--- src/rtl/hv_reg_pkg.sv ---
// Shared types and CRC-8 helper for the hv register-bank responder.
package hv_reg_pkg;

  localparam logic [7:0] CRC8_POLY  = 8'h07;
  localparam logic [7:0] CRC8_INIT  = 8'hFF;
  localparam logic [7:0] UNLOCK_KEY = 8'h5A;

  typedef enum logic [1:0] {
    IDLE,
    CHK,
    RSP
  } rsp_st_e;

  // MSB-first CRC-8 over one data byte
  function automatic logic [7:0] crc8_calc(input logic [7:0] data);
    logic [7:0] c;
    c = CRC8_INIT;
    for (int i = 7; i >= 0; i--) begin
      if (c[7] ^ data[i]) c = {c[6:0], 1'b0} ^ CRC8_POLY;
      else                c = {c[6:0], 1'b0};
    end
    return c;
  endfunction

endpackage

--- src/rtl/hv_reg_bank_rsp.sv ---
// Register-bank responder: CRC-checked writes, CRC-tagged reads, 2-cycle ack.
// Optional write protection of the upper bank via HV_REG_WR_LOCK_EN.
module hv_reg_bank_rsp
  import hv_reg_pkg::*;
#(
  parameter int REG_AW    = 7,
  parameter int REG_DW    = 8,
  parameter int REG_CRC_W = 8,
  parameter int REG_NUM   = 32,
  parameter int PROT_BASE = 16
) (
  input  logic                      i_clk,
  input  logic                      i_rst,
  input  logic                      i_rac_reg_ren,
  input  logic                      i_rac_reg_wen,
  input  logic [REG_AW-1:0]         i_rac_reg_addr,
  input  logic [REG_DW-1:0]         i_rac_reg_wdata,
  input  logic [REG_CRC_W-1:0]      i_rac_reg_wcrc,
  output logic                      o_reg_rac_wack,
  output logic                      o_reg_rac_rack,
  output logic [REG_DW-1:0]         o_reg_rac_rdata,
  output logic [REG_CRC_W-1:0]      o_reg_rac_rcrc,
  output logic [REG_NUM*REG_DW-1:0] o_reg_q,
  output logic                      o_wcrc_err,
  output logic                      o_addr_err,
  input  logic                      i_err_clr
);

  localparam int IW = $clog2(REG_NUM);

  rsp_st_e st_q, st_d;

  logic                 wr_q;
  logic [REG_AW-1:0]    addr_q;
  logic [REG_DW-1:0]    wdata_q;
  logic [REG_CRC_W-1:0] wcrc_q;
  logic                 crc_bad_q, oor_q, lock_q;
  logic [REG_DW-1:0]    regs_q [REG_NUM];
  logic [REG_DW-1:0]    rdata_q;
  logic [REG_CRC_W-1:0] rcrc_q;
  logic                 wcrc_err_q, wcrc_err_d;
  logic                 addr_err_q, addr_err_d;

  logic              req;
  logic              oor_c, crc_bad_c, lock_c;
  logic              commit;
  logic [IW-1:0]     idx;
  logic [REG_DW-1:0] rd_c;

  assign req       = i_rac_reg_ren | i_rac_reg_wen;
  assign idx       = addr_q[IW-1:0];
  assign oor_c     = addr_q >= REG_AW'(REG_NUM);
  assign crc_bad_c = crc8_calc(wdata_q) != wcrc_q;
  assign rd_c      = oor_c ? '0 : regs_q[idx];

`ifdef HV_REG_WR_LOCK_EN
  // key register is outside the protected window, so it stays writable
  assign lock_c = (addr_q >= REG_AW'(PROT_BASE))
                & (addr_q <= REG_AW'(REG_NUM-2))
                & (regs_q[REG_NUM-1] != UNLOCK_KEY);
`else
  assign lock_c = 1'b0;
`endif

  assign commit = (st_q == RSP) & wr_q & ~crc_bad_q & ~oor_q & ~lock_q;

  always_ff @(posedge i_clk or posedge i_rst) begin
    if (i_rst) st_q <= IDLE;
    else       st_q <= st_d;
  end

  always_comb begin
    st_d = st_q;
    unique case (st_q)
      IDLE:    if (req) st_d = CHK;
      CHK:     st_d = RSP;
      RSP:     st_d = IDLE;
      default: st_d = IDLE;
    endcase
  end

  always_comb begin
    o_reg_rac_wack = 1'b0;
    o_reg_rac_rack = 1'b0;
    if (st_q == RSP) begin
      o_reg_rac_wack = wr_q;
      o_reg_rac_rack = ~wr_q;
    end
  end

  always_ff @(posedge i_clk or posedge i_rst) begin
    if (i_rst) begin
      wr_q      <= 1'b0;
      addr_q    <= '0;
      wdata_q   <= '0;
      wcrc_q    <= '0;
      crc_bad_q <= 1'b0;
      oor_q     <= 1'b0;
      lock_q    <= 1'b0;
      rdata_q   <= '0;
      rcrc_q    <= '0;
      for (int n = 0; n < REG_NUM; n++) regs_q[n] <= '0;
    end else begin
      if (st_q == IDLE && req) begin
        wr_q    <= i_rac_reg_wen;
        addr_q  <= i_rac_reg_addr;
        wdata_q <= i_rac_reg_wdata;
        wcrc_q  <= i_rac_reg_wcrc;
      end
      if (st_q == CHK) begin
        crc_bad_q <= wr_q & crc_bad_c;
        oor_q     <= oor_c;
        lock_q    <= wr_q & lock_c;
        if (!wr_q) begin
          rdata_q <= rd_c;
          rcrc_q  <= crc8_calc(rd_c);
        end
      end
      if (commit) regs_q[idx] <= wdata_q;
    end
  end

  // a same-cycle set beats the clear
  always_comb begin
    wcrc_err_d = wcrc_err_q & ~i_err_clr;
    addr_err_d = addr_err_q & ~i_err_clr;
    if (st_q == RSP) begin
      wcrc_err_d = wcrc_err_d | crc_bad_q;
      addr_err_d = addr_err_d | oor_q;
    end
  end

  always_ff @(posedge i_clk or posedge i_rst) begin
    if (i_rst) begin
      wcrc_err_q <= 1'b0;
      addr_err_q <= 1'b0;
    end else begin
      wcrc_err_q <= wcrc_err_d;
      addr_err_q <= addr_err_d;
    end
  end

  always_comb begin
    o_reg_q = '0;
    for (int n = 0; n < REG_NUM; n++) o_reg_q[n*REG_DW +: REG_DW] = regs_q[n];
  end

  assign o_reg_rac_rdata = rdata_q;
  assign o_reg_rac_rcrc  = rcrc_q;
  assign o_wcrc_err      = wcrc_err_q;
  assign o_addr_err      = addr_err_q;

  a_one_in_flight: assert property (
    @(posedge i_clk) disable iff (i_rst) (st_q != IDLE) |-> !req
  );

endmodule

--- config.mk ---
export PLATFORM = sky130hd
export DESIGN_NAME = hv_reg_bank_rsp
export DESIGN_NICKNAME = d
export VERILOG_FILES = /design/src/rtl/hv_reg_pkg.sv /design/src/rtl/hv_reg_bank_rsp.sv
export SDC_FILE = /design/constraint.sdc
export NUM_CORES = 1
export LEC_CHECK = 0
export CORE_MARGIN = 4
export CORE_UTILIZATION = 55
export CTS_CLUSTER_SIZE = 8
export DETAILED_ROUTE_END_ITERATION = 8
export PLACE_DENSITY = 0.86
export SLEW_MARGIN = 0
export SYNTH_ARGS = -nofsm -noshare
export SYNTH_HDL_FRONTEND = slang
export SYNTH_SLANG_ARGS = --single-unit
--- constraint.sdc ---
create_clock -name i_clk -period 25.9 [get_ports i_clk]
set_input_delay 3.885 -clock i_clk [delete_from_list [all_inputs] [get_ports i_clk]]
set_output_delay 3.885 -clock i_clk [all_outputs]
set_load 0.02 [all_outputs]
==> After elaboration in Yosys (flattened, before gate mapping) <==
Index checks and enable logic that the tools add are counted.
W data, S select, Z words.
{ "op_classes": {"n_lt_le_gt_ge": 3, "eq_ne": 4, "mux": 43, "bitwise_logic": 42, "n_reduce_logical": 4} }
{ "ops": {"columns": ["cell", "count"], "rows": [
  ["$bwmux W256", 1],
  ["$mux W8", 18],
  ["$mux W3", 16],
  ["$not A3 Y3", 14],
  ["$bmux W8 S5", 1],
  ["$demux W8 S5", 1],
  ["$xor A1 B1 Y1", 9],
  ["$ne A8 B8 Y1", 1],
  ["$ge A7 B6 Y1 const B", 1],
  ["$and A1 B1 Y1", 6],
  ["$ge A6 B6 Y1 const B", 1],
  ["$lt A6 B1 Y1 const B", 1],
  ["$not A5 Y6", 1],
  ["$xor A1 B1 Y1 const A", 5],
  ["$mux W1", 4],
  ["$not A1 Y1", 4],
  ["$pmux W2 S2", 1],
  ["$or A1 B1 Y1", 3],
  ["$eq A2 B1 Y1 const B", 1],
  ["$eq A2 B2 Y1 const B", 1],
  ["$logic_and A1 B1 Y1", 2],
  ["$logic_not A2 Y1", 1],
  ["$mux W2", 1],
  ["$ne A2 B2 Y1 const B", 1],
  ["$reduce_and A2 Y1", 1]
]} }
{ "totals": {"register_bits": 302, "in_bits": 28, "output_inout_bits": 276, "word_cells": 139} }

==> Logic depth before layout (Yosys ltp) <==
Gate-level depths: netlist of the first run.
{ "logic_depth": {"ltp_word": 34, "ltp_mapped": 10, "mapped_depth_nobuf": 7} }

==> Worst setup path before layout of the first run <==
OpenSTA, ideal clock, no wires.
{ "synth_path": {"path_type": "input to register", "startpoint": "input i_rac_reg_wen", "endpoint": "register addr_q[0]", "setup_ps": 125, "t_arrival_ps": 4941, "required_ps": 25775, "setup_slack_ps": 20834, "stages": 4, "n_path_buf": 2, "cell_sequence": "o21a_1 clkbuf_1 buf_1 mux2_2"} }
{ "synth_via": {"elab_chain_cells": 2} }
{ "synth_lines": {"columns": ["item", "line_no", "text"], "rows": [
  ["start, declared", "hv_reg_bank_rsp.sv:15", "input logic i_rac_reg_wen,"],
  ["$or A1 B1 Y1", "hv_reg_bank_rsp.sv:50", "assign req = i_rac_reg_ren | i_rac_reg_wen;"],
  ["$logic_and A1 B1 Y1", "hv_reg_bank_rsp.sv:104", "if (st_q == IDLE && req) begin"],
  ["end signal, assigned", "hv_reg_bank_rsp.sv:106", "addr_q <= i_rac_reg_addr;"],
  ["end, declared", "hv_reg_bank_rsp.sv:34", "logic [REG_AW-1:0] addr_q;"]
]} }
No other way between the ends.
A chain may end at the register's enable or synchronous reset.

==> Final worst setup path of the first run <==
{ "layout_path": {"startpoint": "register st_q[0]", "endpoint": "output o_reg_rac_wack"} }
{ "layout_via": {"elab_chain_cells": 2} }
{ "layout_lines": {"columns": ["item", "line_no", "text"], "rows": [
  ["start, declared", "hv_reg_bank_rsp.sv:31", "rsp_st_e st_q, st_d;"],
  ["start signal, assigned", "hv_reg_bank_rsp.sv:69", "else st_q <= st_d;"],
  ["$eq A2 B2 Y1", "hv_reg_bank_rsp.sv:85", "if (st_q == RSP) begin"],
  ["$mux W1", "hv_reg_bank_rsp.sv:85", null],
  ["end, declared", "hv_reg_bank_rsp.sv:19", "output logic o_reg_rac_wack,"]
]} }
No other way between the ends.

==> results.txt, run 1 <==
The largest individual stage delay along the critical path comes from the cell sky130_fd_sc_hd__clkdlybuf4s50_1. a little over 300 I/O pins were placed. In this design, the stage delay of the slowest critical-path cell is between 0.5 and 0.6 ns. The worst pin sits at a relative slew slack of around 17%.

The run finished with clean final reports. The number of vias after detailed routing is roughly 9900. STA classifies the critical path startpoint as a flop. The number of buffers added to fix hold violations after cts is 0. The synthesis warning total came out at 0. The area added between synthesis and finish came out at 30.93%. No sink is reached through more buffers than the 3 on the longest clock path. The pin count of the biggest net entering global routing came out at 143. The total clock sinks is 302. The post-route netlist has 32.24% of its cells at a drive strength greater than 1. After Yosys synthesis, XOR and XNOR cells account for between 1.5 and 2% of the synthesized area. The achievable frequency is ~170 MHz. The number of synthesized flops with an enable pin came out at 0. For this run the aggregate overflow at the end of global routing stands at 0. The net count after synthesis came out at between 900 and 1000.

The count of nets after finishing came out at 1274. During placement, the flow inserted port buffers numbering approximately 300. The initial antenna violation count came out at 0. The TritonCTS clock tree is yes. The total negative setup slack came out at 0 ns. The post-detailed-route count of antenna-violating nets came out at 0.

The die covers approximately 28000 µm². The number of unique standard cell types used by synthesis came out at 53. The final critical path takes up 22.36% of the cycle.

The signal on the critical path passes through nor2b_1, nand2_1, inv_1, clkdlybuf4s50_1. Max-cap violations in this run came to 0. The count of unresolved DRC violations after routing came out at 0. The via count of the first global-routing pass came out at about 11000. The synthesized netlist devotes 4.422% of its cell area to compound gates.

The number of cells after detailed placement came out at roughly 1500. The setup clock skew after layout came out at ~0.022 ns. The part of the Yosys area used for sequential elements came out at 54.18%. The minimum clock period after layout is 5.791 ns. IR analysis of the VDD net gives a maximum drop of 71.90 µV. The clock transition time at the flip-flop clock pins of the worst setup and hold paths came out at 0.05 ns. In the final routed layout, each cell accounts on average for about 28 µm. In this run the worst path has a maximum fanout of 4. The number of gates given a new drive strength after cts is 0. In the post-synthesis netlist, the biggest area contributors are sky130_fd_sc_hd__dfrtp_1 (54%), sky130_fd_sc_hd__mux2_2 (22%), sky130_fd_sc_hd__mux4_2 (5.0%), sky130_fd_sc_hd__mux2i_1 (2.9%), sky130_fd_sc_hd__mux4_1 (2.4%).

The path class of the tightest hold or removal check is reg2reg. The total of endpoints with negative setup slack in the final report came out at 0. The vertical die dimension came out at approximately 170 µm. The number of hold violations in the final report is 0. The portion of synthesized area spent on multiplexers is between 30% and 40%. The clock latency at the later pin of the worst-skew pair is ~0.54 ns.

In the routed layout, each cell is associated on average with a via count of ~6.2. The cell accounting for the most synthesized area is sky130_fd_sc_hd__dfrtp_1. Setup repair after global routing left no endpoint under its margin. The number of standard cells after synthesis is roughly 960. The setup path with the least slack is of type reg2out. The number of inserted diodes came out at 0. The top-area cell type share of the netlist area is between 50% and 60%. The synthesized area divided by synthesized cell count is roughly 15 µm².

After Yosys synthesis, full adders, half adders and majority gates account for 0% of the synthesized area. The pin slew with the least headroom to its limit is ~1.3 ns. The synthesized flop and latch total came out at just over 300. The placeable core area came out at 25040 µm². The TritonCTS buffer count came out at 43. The global router's overall resource usage is between 30% and 40%.

The data required time of the worst path is 22.01 ns. The final estimated routing congestion in global placement came out at 0.8699. For this run, the leading register cell type out of synthesis is sky130_fd_sc_hd__dfrtp_1.

The site row count is 58. For this run, asynchronously set or reset flops after synthesis account for between 90% and 100%. The die width is about 170 µm. The iteration count of the initial detailed-routing pass is 5. The element type at the critical path end is a primary output. The summed instance area of the synthesized netlist came out at between 10000 and 15000 µm². The final cell utilization of the core is 72.94%. The first-pass GRT wire length is roughly 66000 µm. CTS placed an instance of sky130_fd_sc_hd__clkbuf_16 at the clock tree root. The H-tree was split into 2 levels. The dominant combinational cell family by area after synthesis is multiplexers. The number of pins with negative max-slew slack in the final report is 0. The critical path arrival came out at 1.91 ns. The number of cells in the finished layout apart from fillers is ~1600. Power spread over the standard cell area amounts to roughly 110 nW/µm². The number of setup buffers added after CTS came out at 0. Once the floorplan was initialized, standard cells occupied a little under three fifths of the core. The total length of routed wires came out at between 40000 and 50000 µm. The HPWL after detailed placement came out at 29840 µm. For this design the static power due to leakage is 8.244 nW.

The number of violations reported at the end of detailed-routing iteration 0 came out at 753. After Yosys synthesis, and, or, nand and nor cells account for about 4.7% of the synthesized area.
## per-stage QoR
step           worst slack [ns]  area [µm²]  total power [mW]  hold slack, ns
2_1_floorplan             13.67       13950             1.194          0.4724
3_3_place_gp              19.71       17120             1.488          0.4924
3_5_place_dp              19.70       17120             1.506          0.4934
4_1_cts                   20.09       18260             2.010          0.5030
5_1_grt                   19.94       18260             2.092          0.5312
6_report                  20.11       18260             2.011          0.5024
## placed cells by master, fill, tap and decap left out, drive strengths merged, types with 11 or more instances in the layout
cell type      Yosys  final
clkbuf            37     47
buf               32     11
xor2              15     15
xnor2             11     11
dfrtp            302    302
clkdlybuf4s50      0    303
o21ai             21     21
a22o              11     11
o22ai             13     13
nor2              38     38
a22oi             21     21
mux2i             40     40
mux2             270    270
nand2             27     27
mux4              44     44
## final timing paths
check,start,to,slack [ns],cells past startpoint
max reg2reg,addr_q[1],o_reg_rac_rcrc[6],22.18,7
max,st_q[0],o_reg_rac_wack,20.11,4
min,o_reg_rac_rcrc[3],o_reg_rac_rcrc[3],0.50,1
min in group asynchronous,i_rst,o_reg_q[181],3.96,2
min reg2reg,o_reg_rac_rcrc[3],o_reg_rac_rcrc[3],0.50,1
max in group asynchronous,i_rst,o_reg_q[200],20.27,3
## layout make-up
| class | instances | area, µm² |
|---|---|---|
| Clock inverter | 2 | 25.02 |
| Timing Repair Buffer | 314 | 3115 |
| Tap cell | 330 | 412.9 |
| Fill cell | 1663 | 6774 |
| Inverter | 6 | 30.03 |
| Clock buffer | 47 | 1122 |
| Multi-Input combinational cell | 579 | 5992 |
| Sequential cell | 302 | 7565 |
## state kept, by name (all words and copies together), names as in the netlist
name	cells
wdata_q	8
o_wcrc_err	1
o_reg_rac_rdata	8
o_addr_err	1
o_reg_q	256
st_q	2
addr_q	7
o_reg_rac_rcrc	8
oor_q	1
wcrc_q	8
wr_q	1
crc_bad_q	1
## where the power goes
part           total (mW)  internal (mW)  leakage (nW)  switching (mW)
logic               0.745          0.366          3.58           0.379
clock network       0.496          0.301         0.563           0.194
registers           0.770          0.584          4.10           0.187
total                2.01           1.25          8.24           0.760
## worst max-delay path: cells and delay by family, from the launching register on
family                 cells  cell delay, ns
buffers and inverters      2            0.66
and+or+nand+nor            2            0.33
DFF                        1            0.39
## cell usage after synthesis, types with 2 or more instances
library cell               number
sky130_fd_sc_hd__buf_2         12
sky130_fd_sc_hd__nor3b_1        3
sky130_fd_sc_hd__dfrtp_1      302
sky130_fd_sc_hd__nor2_2        24
sky130_fd_sc_hd__inv_1          6
sky130_fd_sc_hd__o21ai_0       18
sky130_fd_sc_hd__mux2_2       270
sky130_fd_sc_hd__nor3_1         5
sky130_fd_sc_hd__nand4_2        4
sky130_fd_sc_hd__nand2b_1       5
sky130_fd_sc_hd__mux2i_1       40
sky130_fd_sc_hd__or3b_1         3
sky130_fd_sc_hd__o32ai_2        2
sky130_fd_sc_hd__clkbuf_1      37
sky130_fd_sc_hd__buf_1          3
sky130_fd_sc_hd__xor2_1        14
sky130_fd_sc_hd__nand3_1        4
sky130_fd_sc_hd__nor4_1         3
sky130_fd_sc_hd__nand3_2        2
sky130_fd_sc_hd__o221ai_1       3
sky130_fd_sc_hd__mux4_2        31
sky130_fd_sc_hd__o21a_1         2
sky130_fd_sc_hd__buf_4          9
sky130_fd_sc_hd__a21oi_1       10
sky130_fd_sc_hd__nand4_1        2
sky130_fd_sc_hd__mux4_1        13
sky130_fd_sc_hd__o22ai_1       13
sky130_fd_sc_hd__a22oi_1       20
sky130_fd_sc_hd__xnor2_1       10
sky130_fd_sc_hd__nor2_1        14
sky130_fd_sc_hd__nand2_1       27
sky130_fd_sc_hd__a22o_1        11
sky130_fd_sc_hd__nand3b_1       5
sky130_fd_sc_hd__or2_2          2
sky130_fd_sc_hd__buf_6          7
sky130_fd_sc_hd__nor2b_1        3
## logic make-up after synthesis
kind of cell / Yosys count
compound gates: 87
simple gates: 112
buf+inv: 75
xor+xnor: 26
flops: 302
mux: 354
## per-layer routing
layer | vias up | track usage, % | wire, µm
li1 | 4093 | - | -
met1 | 5165 | 42.19 | 17640
met2 | 526 | 49.68 | 21090
met3 | 78 | 6.374 | 3573
met4 | 0 | 9.986 | 1236
met5 | - | 0 | 0
Power figures use the tool's default switching activity.
==> run 2, diff against run 1 <==
Settings changed: CORE_UTILIZATION 55 to 46, PLACE_DENSITY 0.86 to 0.76.
Clock period 25.9 ns to 4.9 ns, I/O delays scaled along.
==> results.txt, run 2 (synthesized netlist as in run 1, its figures left out) <==
The first-pass GRT wire length came out at 66720 µm (+1.1%). The deepest level of the CTS H-tree came to 2 (unchanged). The setup slack of the most critical reg-to-reg path is 1.49 ns (-20.69 ns).

The number of placed I/O pins was 304 (unchanged). The worst setup path is launched from a flop. The fraction of layout cells with a size suffix above 1 is 32.57% (+0.33 points). The total negative setup slack is 0 ns (unchanged). The number of hold violations in the final report came out at 0 (unchanged). The largest driver fanout on the critical path was 9 (+5). The total of endpoints with negative setup slack in the final report came out at 0 (unchanged). The number of pins with negative max-slew slack in the final report came to 0 (unchanged). The total grt overflow is 0 (unchanged). The number of fillers in the final layout came out at 2273 (+37%). The clock latency at the later pin of the worst-skew pair is 0.53 ns (about the same). The number of setup buffers added after CTS was 0 (unchanged). The type of the worst setup path is reg2reg. The count of nets after finishing is 1282 (+0.63%).

The starting density of the core was 46.81% (-8.9 points). The net switching fraction of the power was 37.60% (-0.19 points). The switching component of the power came out at 3.998 mW (+430%). The total length of routed wires was 44560 µm (+2.4%).

The final instance area came out at 18410 µm² (+0.82%). The flow ran to the end, and the final reports show no timing, DRC or antenna violations. The clock transition time at the flip-flop clock pins of the worst setup and hold paths is 0.05 ns (about the same). Compared with the post-synthesis result, the final layout area differs by 32.01%. The number of max-capacitance violations reported came out at 0 (unchanged).

The pin count of the biggest net entering global routing is 123 (-14%). The post-detailed-route count of antenna-violating nets came to 0 (unchanged). The number of vias after detailed routing is 9789 (-0.74%). The combinational group share of total power is 38.6% (+1.6 points). The post-route clock period utilization came out at around 70%. The achievable frequency is approximately 300 MHz. The placeable core area is 29800 µm² (+19%). The total clock sinks was 302 (unchanged). The number of violations reported at the end of detailed-routing iteration 0 is 535 (-29%). The die footprint is 33170 µm² (+19%). The number of flip-flops in the largest register came out at 256 (unchanged).

The worst voltage drop across the vdd grid is 266.0 µV (+270%). The most frequent standard cell in the layout excluding fill and tap cells is sky130_fd_sc_hd__clkdlybuf4s50_1. The element type at the critical path end is a flop. Setup repair after global routing left no endpoint under its margin.

The top cell types in the final layout, fill and taps aside, are sky130_fd_sc_hd__clkdlybuf4s50_1 (303), sky130_fd_sc_hd__dfrtp_1 (300), sky130_fd_sc_hd__mux2_2 (270). The areal power density over the cells came out at 577.5 nW/µm² (+420%). TritonCTS built the clock tree.

The via count of the first global-routing pass came out at 10390 (-2.0%). The relative contribution of the clock network to total power is 24.4% (-0.2 points). The die width came out at 182.1 µm (+8.9%). The root buffer cell is sky130_fd_sc_hd__clkbuf_16. The routed design could run at a clock period as short as between 3 and 4 ns. The average wire per standard cell is 27.02 µm (-1.9%).

The HPWL after detailed placement came out at 31760 µm (+6.4%). The data required time of the worst path came out at 5.30 ns (-16.71 ns). The vertical die dimension is 182.1 µm (+8.9%). The relative slew slack is 25.36% (+8.8 points).

The part of the total power dissipated in sequential elements came out at 36.9% (-1.4 points). The number of gates given a new drive strength after cts came out at 0 (unchanged). The worst hold path belongs to the class reg2reg.

The final cell utilization of the core is 61.80% (-11 points). The placed instance area came out at 17270 µm² (+0.91%). The average via count per standard cell was 5.936 (-4.9%). The setup clock skew after layout is 0.02503 ns (+0.002810 ns).

The critical path arrival is 3.82 ns (+1.91 ns). The iteration count of the initial detailed-routing pass is 4 (-1). The largest buffer count on any clock path came to 3 (unchanged).

The number of buffers inserted by port buffering is 303 (unchanged). The final estimated routing congestion in global placement came out at 0.8517 (-2.1%). The number of inserted diodes came out at 0 (unchanged). The number of buffers added to fix hold violations after cts came out at 0 (unchanged). The internal power of the cells came out at 6.636 mW (+430%).

The global router's overall resource usage was 26.45% (-4.2 points). The static power due to leakage is 8.282 nW (+0.45%). The site row count is 63 (+8.6%). The count of unresolved DRC violations after routing is 0 (unchanged). The initial antenna violation count came out at 0 (unchanged). The TritonCTS buffer count came out at 43 (unchanged).

The pin slew with the least headroom to its limit is 1.117 ns (-0.1344 ns).
==> run 2: critical path, cell delays in order (launching register included) <==
cell and delay, ns:
sky130_fd_sc_hd__dfrtp_1 0.39, sky130_fd_sc_hd__nor2b_1 0.22, sky130_fd_sc_hd__nand2_1 0.10, sky130_fd_sc_hd__nor3_1 0.55
sky130_fd_sc_hd__nor3b_1 0.97, sky130_fd_sc_hd__nand2_1 0.62, sky130_fd_sc_hd__mux2_2 0.44
==> run 2: final timing paths <==
| path | from | endpoint | cells after the start |
|---|---|---|---|
| setup / recovery | st_q[0] | o_reg_q[97] | 6 |
| hold / removal | o_reg_rac_rdata[4] | o_reg_rac_rdata[4] | 1 |
| hold reg to reg | o_reg_rac_rdata[4] | o_reg_rac_rdata[4] | 1 |
| max in group asynchronous | i_rst | o_reg_q[74] | 4 |
| min in group asynchronous | i_rst | wcrc_q[4] | 3 |
| setup reg to reg | st_q[0] | o_reg_q[97] | 6 |
==> run 2: final cells by class <==
class / instances / area (µm²) / share of cell area (%)
Clock buffer: 48 / 1116 / 6.061
Clock inverter: 2 / 25.02 / 0.1359
Inverter: 6 / 26.28 / 0.1427
Multi-Input combinational cell: 579 / 5992 / 32.54
Sequential cell: 302 / 7565 / 41.08
Tap cell: 390 / 488.0 / 2.650
Timing Repair Buffer: 322 / 3201 / 17.38
==> run 2: per-layer routing <==
layer / share of wire, % / global-route usage, % / vias up
met5: 0 / 0 / -
li1: - / - / 4111
met1: 43 / 37.21 / 5157
met3: 6.9 / 5.701 / 96
met2: 47 / 41.08 / 425
met4: 3.7 / 9.216 / 0
==> run 2: power groups by stage <==
stage               sequential [mW]  clock [mW]  combinational (mW)
CTS                            3.93        2.63                4.12
detailed placement             3.95           0                4.10
global placement               3.95           0                4.04
finish                         3.93        2.60                4.11
floorplan                      4.04           0                2.27
global route                   4.03        2.74                4.34
==> run 2: per-stage QoR <==
step           power, mW  hold WS (ns)  setup slack (ns)  cells
3_3_place_gp       7.989        0.4893             1.558   1599
2_1_floorplan      6.313        0.4724            0.1500    956
6_report           10.63        0.5103             1.485   1649
5_1_grt            11.11        0.5185             1.241   1649
4_1_cts            10.68        0.5088             1.467   1649
3_5_place_dp       8.048        0.4989             1.517   1599
==> run 3, diff against run 2 <==
Clock period 4.9 ns to 2.8 ns, I/O delays scaled along.
==> results.txt, run 3 (synthesized netlist as in run 1, its figures left out) <==
The achievable frequency came out at 378.1 MHz (+29%). The worst register-to-register path begins at addr_q[1]. The global router's overall resource usage is 26.98% (+0.53 points). The clock latency at the later pin of the worst-skew pair is 0.55 ns (+0.02 ns). The pin count of the biggest net entering global routing came out at 83 (-33%). The data required time of the worst path is 3.22 ns (-2.08 ns). The post-detailed-route count of antenna-violating nets is 0 (unchanged). The setup slack after placement came out at 0.1848 ns (-1.332 ns). The setup clock skew after layout is 0.01850 ns (-0.006530 ns). The cell family contributing the most delay on the critical path is compound AO/OA/AOI/OAI gates.

The placeable core area came to 29800 µm² (unchanged). The largest buffer count on any clock path is 3 (unchanged). The sum of buffers and inverters on the critical path came out at 1 (+1). The total clock sinks is 302 (unchanged). The number of setup buffers added after CTS came out at 0 (unchanged). The number of max-capacitance violations reported came out at 0 (unchanged). The via count of the first global-routing pass came out at 10460 (+0.71%). The library cell used most frequently in the layout, excluding fill and tap cells, is sky130_fd_sc_hd__clkdlybuf4s50_1. The die width is 182.1 µm (unchanged).

The combinational group share of total power came out at 41.1% (+2.5 points). The total length of routed wires came out at 45420 µm (+1.9%). The internal power of the cells is 11.82 mW (+78%). The setup slack of the critical path after layout came out at 0.1554 ns (-1.330 ns). The placed instance area is 17740 µm² (+2.7%). The largest driver fanout on the critical path came out at 23 (+14).

The number of hold violations in the final report is 0 (unchanged). The post-route clock period utilization is 94.45% (+25 points). On the critical path, the stage with the largest delay is an instance of sky130_fd_sc_hd__dfrtp_4. The average wire per standard cell came out at 26.81 µm (-0.78%). The worst voltage drop across the vdd grid came out at 552.4 µV (+110%).

The HPWL after detailed placement came out at 33060 µm (+4.1%). The number of violations reported at the end of detailed-routing iteration 0 is 777 (+45%). The starting density of the core came to 46.81% (unchanged). The TritonCTS clock tree is yes. The deepest level of the CTS H-tree is 2 (unchanged).

The number of fillers in the final layout is 2221 (-2.3%). The number of pins with negative max-slew slack in the final report came out at 0 (unchanged). The worst-case hold slack was 0.3256 ns (-0.1846 ns).

The number of vias after detailed routing came out at 9927 (+1.4%). The signal on the critical path passes through buf_12, mux2i_1, o22ai_1, nor4_1, o21ai_2, xnor2_2, xnor2_1, a22o_1. In the layout the commonest cells are sky130_fd_sc_hd__clkdlybuf4s50_1 (303), sky130_fd_sc_hd__dfrtp_1 (300), sky130_fd_sc_hd__mux2_2 (270). The worst stage delay on the critical path is 0.56 ns (-0.41 ns). The first-pass GRT wire length is 67950 µm (+1.8%). The number of placed I/O pins came to 304 (unchanged). The critical path arrival came out at 3.07 ns (-0.75 ns). The initial antenna violation count is 0 (unchanged). The iteration count of the initial detailed-routing pass was 5 (+1). The element type at the critical path end is a flop. The number of flip-flops in the largest register came out at 256 (unchanged). The areal power density over the cells was 1005 nW/µm² (+74%). The number of buffers added to fix hold violations after cts is 0 (unchanged). The number of gates given a new drive strength after cts was 0 (unchanged). The run finished with clean final reports.

The area added between synthesis and finish is 35.44%. The site row count came out at 63 (unchanged). The critical path starts at addr_q[1].

The part of the total power dissipated in sequential elements came to 34.7% (-2.2 points). The count of nets after finishing came out at 1328 (+3.6%). The pin slew with the least headroom to its limit came out at 1.049 ns (-0.06775 ns).

Clock tree synthesis selected as its root buffer the cell sky130_fd_sc_hd__clkbuf_16. The average via count per standard cell came to 5.860 (-1.3%). The number of buffers inserted by port buffering came out at 303 (unchanged). The kind of start point of the critical path is a flop. The final cell utilization of the core came out at 63.40% (+1.6 points).

The net switching fraction of the power is 37.71% (+0.11 points). Setup repair after global routing left no endpoint under its margin. The relative contribution of the clock network to total power came to 24.2% (-0.2 points). The TritonCTS buffer count is 43 (unchanged). The fraction of layout cells with a size suffix above 1 is 35.05% (+2.5 points). The clock transition time at the flip-flop clock pins of the worst setup and hold paths came out at 0.05 ns (about the same). In this run the worst hold path is classified as in2async. The total of endpoints with negative setup slack in the final report was 0 (unchanged). The switching component of the power was 7.157 mW (+79%). The total grt overflow came to 0 (unchanged). The static power due to leakage is 8.563 nW (+3.4%). The number of inserted diodes was 0 (unchanged).

The final estimated routing congestion in global placement is 0.9116 (+7.0%). The die footprint came out at 33170 µm² (unchanged). The minimum clock period after layout is 2.645 ns (-0.7703 ns). The vertical die dimension came out at 182.1 µm (unchanged). The type of the worst setup path is reg2reg. The final instance area came out at 18890 µm² (+2.6%).

The relative slew slack came out at 30.04% (+4.7 points). The cell depth of the worst setup path came out at 8 (+2). The count of unresolved DRC violations after routing is 0 (unchanged). The logic depth of the worst register-to-register path is 8 (+2).
[run 3: cell count changes in the layout (fill, tap and decap cells not counted), sizes merged]
cell	previous run	this run
buf	19	65
clkbuf	48	46
clkinv	1	2
[run 3: routing by layer]
| metal | GRT usage (%) | vias up | routed length (µm) |
|---|---|---|---|
| li1 | - | 4215 | - |
| met1 | 37.78 | 5222 | 19530 |
| met2 | 42.86 | 417 | 21490 |
| met3 | 6.079 | 73 | 3117 |
| met4 | 7.445 | 0 | 1291 |
| met5 | 0 | - | 0 |
[run 3: path summary, 6_finish.rpt]
check	endpoint	slack, ns
min in group i_clk	wdata_q[6]	0.45
max in group asynchronous	o_reg_q[71]	1.60
worst max register to register	o_reg_rac_rcrc[3]	0.16
worst max-delay path	o_reg_rac_rcrc[3]	0.16
worst min-delay path	o_reg_q[252]	0.33
worst min register to register	o_reg_q[166]	0.52
[run 3: area by class of cell]
type                       count  area [µm²]  share of cell area, %
sequential                   302        7565                  40.04
clock buffer                  46        1097                  5.808
tap                          390       488.0                  2.583
clock inverter                 3       52.55                 0.2782
multi-input combinational    579        5992                  31.72
timing repair buffer         368        3671                  19.43
inverter                       6       26.28                 0.1391
[run 3: per-stage QoR]
step	power, mW	setup TNS, ns	instances
finish	18.98	0	1694
global route	19.80	0	1694
CTS	19.02	0	1694
detailed placement	14.39	0	1645
global placement	14.23	0	1645
floorplan	11.05	-493.78	956
[run 3: power groups by stage]
stage	logic (mW)	registers [mW]	clock network (mW)
floorplan	3.98	7.07	0
global placement	7.64	6.59	0
detailed placement	7.77	6.62	0
CTS	7.81	6.57	4.64
global route	8.21	6.73	4.86
finish	7.80	6.59	4.60
[run 3: worst register-to-register path: stages (launching register included)]
cell and delay (ns):
sky130_fd_sc_hd__dfrtp_4 0.56, sky130_fd_sc_hd__buf_12 0.25, sky130_fd_sc_hd__mux2i_1 0.41, sky130_fd_sc_hd__o22ai_1 0.15, sky130_fd_sc_hd__nor4_1 0.41, sky130_fd_sc_hd__o21ai_2 0.22, sky130_fd_sc_hd__xnor2_2 0.20, sky130_fd_sc_hd__xnor2_1 0.14
sky130_fd_sc_hd__a22o_1 0.20
